`src/rtl/demux8_tdm_rx.sv`:
```
// Receive end of a TDM mux8_1 link: drives the slot select, samples the serial
// return line, and reassembles each frame into a parallel word with a valid pulse.
module demux8_tdm_rx #(
    parameter int unsigned N  = 8,
    parameter int unsigned SW = 3
) (
    input  logic          clk,
    input  logic          rst,
    input  logic          en,
    input  logic          sync,
    input  logic          din,
    output logic [SW-1:0] s,
    output logic [N-1:0]  dout,
    output logic          dout_valid,
    output logic          sync_err
);

    localparam logic [SW-1:0] LAST_SLOT = SW'(N - 1);

    logic [N-1:0]  shadow;
    logic [N-1:0]  shadow_nxt;
    logic [SW-1:0] s_nxt;
    logic [N-1:0]  dout_nxt;
    logic          dout_valid_nxt;
    logic          sync_err_nxt;

    // Next-state: sync aborts or restarts the frame; otherwise en samples into slot s.
    always_comb begin
        s_nxt          = s;
        shadow_nxt     = shadow;
        dout_nxt       = dout;
        dout_valid_nxt = 1'b0;
        sync_err_nxt   = 1'b0;

        if (sync) begin
            sync_err_nxt = (s != '0);
            shadow_nxt   = '0;
            if (en) begin
                shadow_nxt[0] = din;
                s_nxt         = SW'(1);
            end else begin
                s_nxt = '0;
            end
        end else if (en) begin
            shadow_nxt[s] = din;
            if (s == LAST_SLOT) begin
                // Whole word moves at once so dout is never seen half-updated.
                dout_nxt       = shadow_nxt;
                dout_valid_nxt = 1'b1;
                s_nxt          = '0;
            end else begin
                s_nxt = s + SW'(1);
            end
        end
    end

    // State and output registers.
    always_ff @(posedge clk) begin
        if (rst) begin
            s          <= '0;
            shadow     <= '0;
            dout       <= '0;
            dout_valid <= 1'b0;
            sync_err   <= 1'b0;
        end else begin
            s          <= s_nxt;
            shadow     <= shadow_nxt;
            dout       <= dout_nxt;
            dout_valid <= dout_valid_nxt;
            sync_err   <= sync_err_nxt;
        end
    end

endmodule

```
`config.mk`:
```
export PLATFORM = sky130hd
export DESIGN_NAME = demux8_tdm_rx
export DESIGN_NICKNAME = d
export VERILOG_FILES = /design/src/rtl/demux8_tdm_rx.sv
export SDC_FILE = /design/constraint.sdc
export NUM_CORES = 1
export LEC_CHECK = 0
export ABC_AREA = 0
export BUFFER_PORTS_ARGS = -buffer_cell sky130_fd_sc_hd__buf_2
export CAP_MARGIN = 25
export CORE_ASPECT_RATIO = 1.5
export CORE_UTILIZATION = 50
export CTS_CLUSTER_SIZE = 14
export DETAILED_ROUTE_END_ITERATION = 7
export HOLD_SLACK_MARGIN = 0.1
export MAX_ROUTING_LAYER = met4
export PLACE_DENSITY = 0.83
export RECOVER_POWER = 25
export SYNTH_ARGS = -nofsm -noshare
export SYNTH_HDL_FRONTEND = slang
export SYNTH_SLANG_ARGS = --single-unit
```
`constraint.sdc`:
```
create_clock -name clk -period 1.9 [get_ports clk]
set_input_delay 0.095 -clock clk [delete_from_list [all_inputs] [get_ports clk]]
set_output_delay 0.095 -clock clk [all_outputs]
set_load 0.05 [all_outputs]
```
==> out/results.tsv <==
metric	value	unit
outcome	complete, no violations	
final hold violation count	0	
drt initial violations	23	
syn_area_per_cell	9.21	sq um
worst reg-to-reg path cell count	5	
Final Cycle Share	0.772	
slowest CP cell	dfxtp_1	
part of the Yosys area used for sequential elements	0.387	
DIE AREA	0.00237	sq mm
CTS buffer count	3	
final global-route overflow total	0	
Tot Pwr	0.753	mW
core box area	0.00203	sq mm
initial core utilization	0.536	
row cnt	20	
reg2reg end	dout[5]	
DRC violations left	0	
CP top delay family	flip-flops	
post-route ant nets	0	
final clock skew	1.91	ps
Final Max Slew Viols	0	
Initial DRT Pass Iterations	4	
H-tree levels	1	
Diodes inserted	0	
max_slew headroom	0.607	
crit path to	dout[5]	
final setup margin	433	ps
post-synthesis register bit count	21	
P per Cell Area	639	mW/mm^2
Layout area overhead	8.40	%
Place WS	449	ps
YS warnings	0	
largest net degree at the start of global routing	20	
setup violators final	0	
DPL Wire Length	1590	um
clk sinks	21	
Mapped Nets	126	
simple-gate share of the synthesized area	0.236	
P_leak	0.423	nW
Min-Delay Path Class	input port to flip-flop	
number of port buffers	17	
fin nets	143	
die width	40.1	um
Mapped Cells	118	
startpoint types	flip-flop	
Buf+Inv Stages, Crit Path	1	
critical path endpoint category	flip-flop	
commonest non-fill, non-tap cells in the layout	21 x dfxtp_1, 12 x nor2_1, 10 x o21ai_0	
largest family of logic cells by synthesized area	simple AND/OR/NAND/NOR gates	
Clock Pin Slew Worst Setup and Hold Paths	120	ps
Max VDD drop	0.452	mV
Crit path required time	2140	ps
post-synthesis adder-cell area fraction	0.0345	
worst-path maximum fanout	17	
CTS root buffer	clkbuf_4	
mux cell area share after synthesis	0.0460	
first-pass GRT wire length	3660	um
I/O pin total	18	
most common cell after layout, fill and taps aside	dfxtp_1	
reg2reg setup slack	430	ps
Die Y	59.1	um
Crit path depth	5	
WL/cell	13.9	um
count of different cell masters after synthesis	34	
Worst Setup SP	s[2]	
Max-Cap Viols	0	
drt via density	5.65	
utilization after layout	0.581	
Setup TNS	0	ps
routability cong.	0.905	
layout cells sized above 1	0.216	
via count	882	
Worst-Margin Slew	592	ps
vias in the first global route	849	
minimum clock period	1470	ps
compound-cell area share of the yosys netlist	0.214	
Tot GR Track Use	0.232	
Crit Reg-Reg Startpoint	s[2]	
initial antenna violation count	0	
cell area after synthesis	0.00109	sq mm
Synth Area in XOR/XNOR	0	
worst skew pair latency	320	ps
Routed WL	2170	um
Max stage delay on crit path	490	ps
final hold slack	131	ps
RSZ-0062 raised after global routing	no	
Peak Freq	682	MHz
worst path cell trace	ha_1, and3b_1, buf_4, nor2_1, a311oi_2	
WS Path Type	flip-flop to flip-flop	
crit path DAT	1710	ps
TritonCTS clock tree	yes	
CTS Buffer Depth	2	
[worst min-delay path by stage]
stage | start | endpoint | slack (ps) | cells past startpoint
final | din | shadow[4] | 130 | 3
after global routing | rst | dout[1] | 150 | 2
after CTS | en | shadow[1] | 140 | 3
after detailed placement | sync | sync_err | 410 | 2
after global placement | sync | sync_err | 410 | 2
after floorplan | rst | dout_valid | 170 | 1
[area by class of cell]
class,count,area [sq um]
Tap cell,22,27.5
Clock buffer,3,22.5
Inverter,3,11.3
Multi-Input combinational cell,84,577
Timing Repair Buffer,22,115
Sequential cell,21,420
Fill cell,196,848
Clock inverter,1,5.00
[cell families (layout without fill, tap and decap cells)]
logic type                 Yosys count  after routing
adders and majority gates            3              3
and+or+nand+nor                     46             46
AOI/OAI and AO/OA                   30             30
buffers and inverters               13             29
DFF                                 21             21
muxes                                5              5
[routing by layer]
metal,vias to the layer above,global-route usage,part of all wire
met5,-,-,0
li1,454,-,-
met4,0,0.118,0.022
met1,402,0.267,0.43
met3,5,0.0451,0.033
met2,21,0.366,0.52
[synthesized netlist by cell type]
master	number	area, sq um
nand3b_1	1	7.51
buf_8	1	15.0
or2_1	1	6.26
or3_1	1	6.26
ha_1	3	37.5
a21oi_1	8	40.0
and2b_1	2	15.0
o21ai_1	1	5.00
nand3_1	6	30.0
nand2b_1	3	18.8
o21ai_0	10	50.1
mux2i_1	5	50.1
inv_1	2	7.51
o31ai_1	1	7.51
nor2_1	12	45.0
a211o_1	1	8.76
dfxtp_1	21	420
nand4_1	5	31.3
nor3b_2	1	12.5
buf_6	2	22.5
a211oi_2	3	37.5
nor3_1	1	5.00
nand2_1	4	15.0
nor3b_1	1	7.51
inv_2	1	3.75
buf_2	3	15.0
a311oi_2	5	75.1
nor2b_1	5	31.3
buf_4	3	22.5
nor3_2	1	10.0
and3b_1	1	8.76
nor2_2	1	6.26
clkbuf_1	1	3.75
a2bb2oi_1	1	8.76
[registers in the layout, indices dropped and copies added (netlist names)]
register,count
dout,8
dout_valid,1
s,3
shadow,8
sync_err,1
[power by group]
part           switching, mW  leakage, nW  total (mW)  internal (mW)
clock                  0.146       0.0177       0.225         0.0789
combinational         0.0550        0.236      0.0811         0.0260
sequential           0.00190        0.170       0.446          0.444
[worst reg2reg max path: stages, from the launching register on]
cell      delay (ps)
dfxtp_1          490
ha_1             200
and3b_1          150
buf_4            230
nor2_1            80
a311oi_2         240
[through the flow]
step / area [sq um] / cells
after floorplan: 1090 / 118
after global placement: 1150 / 151
after detailed placement: 1150 / 151
after CTS: 1190 / 156
after global routing: 1180 / 156
final: 1180 / 156
[repair_timing]
item / 4_1_cts / 5_1_grt
resized for setup: 0 / 0
endpoints found under the hold margin: 3 / 0
hold buffers: 1 / 0
buffers inserted: 0 / 0
No activity file was read; power rests on OpenSTA's default activity.
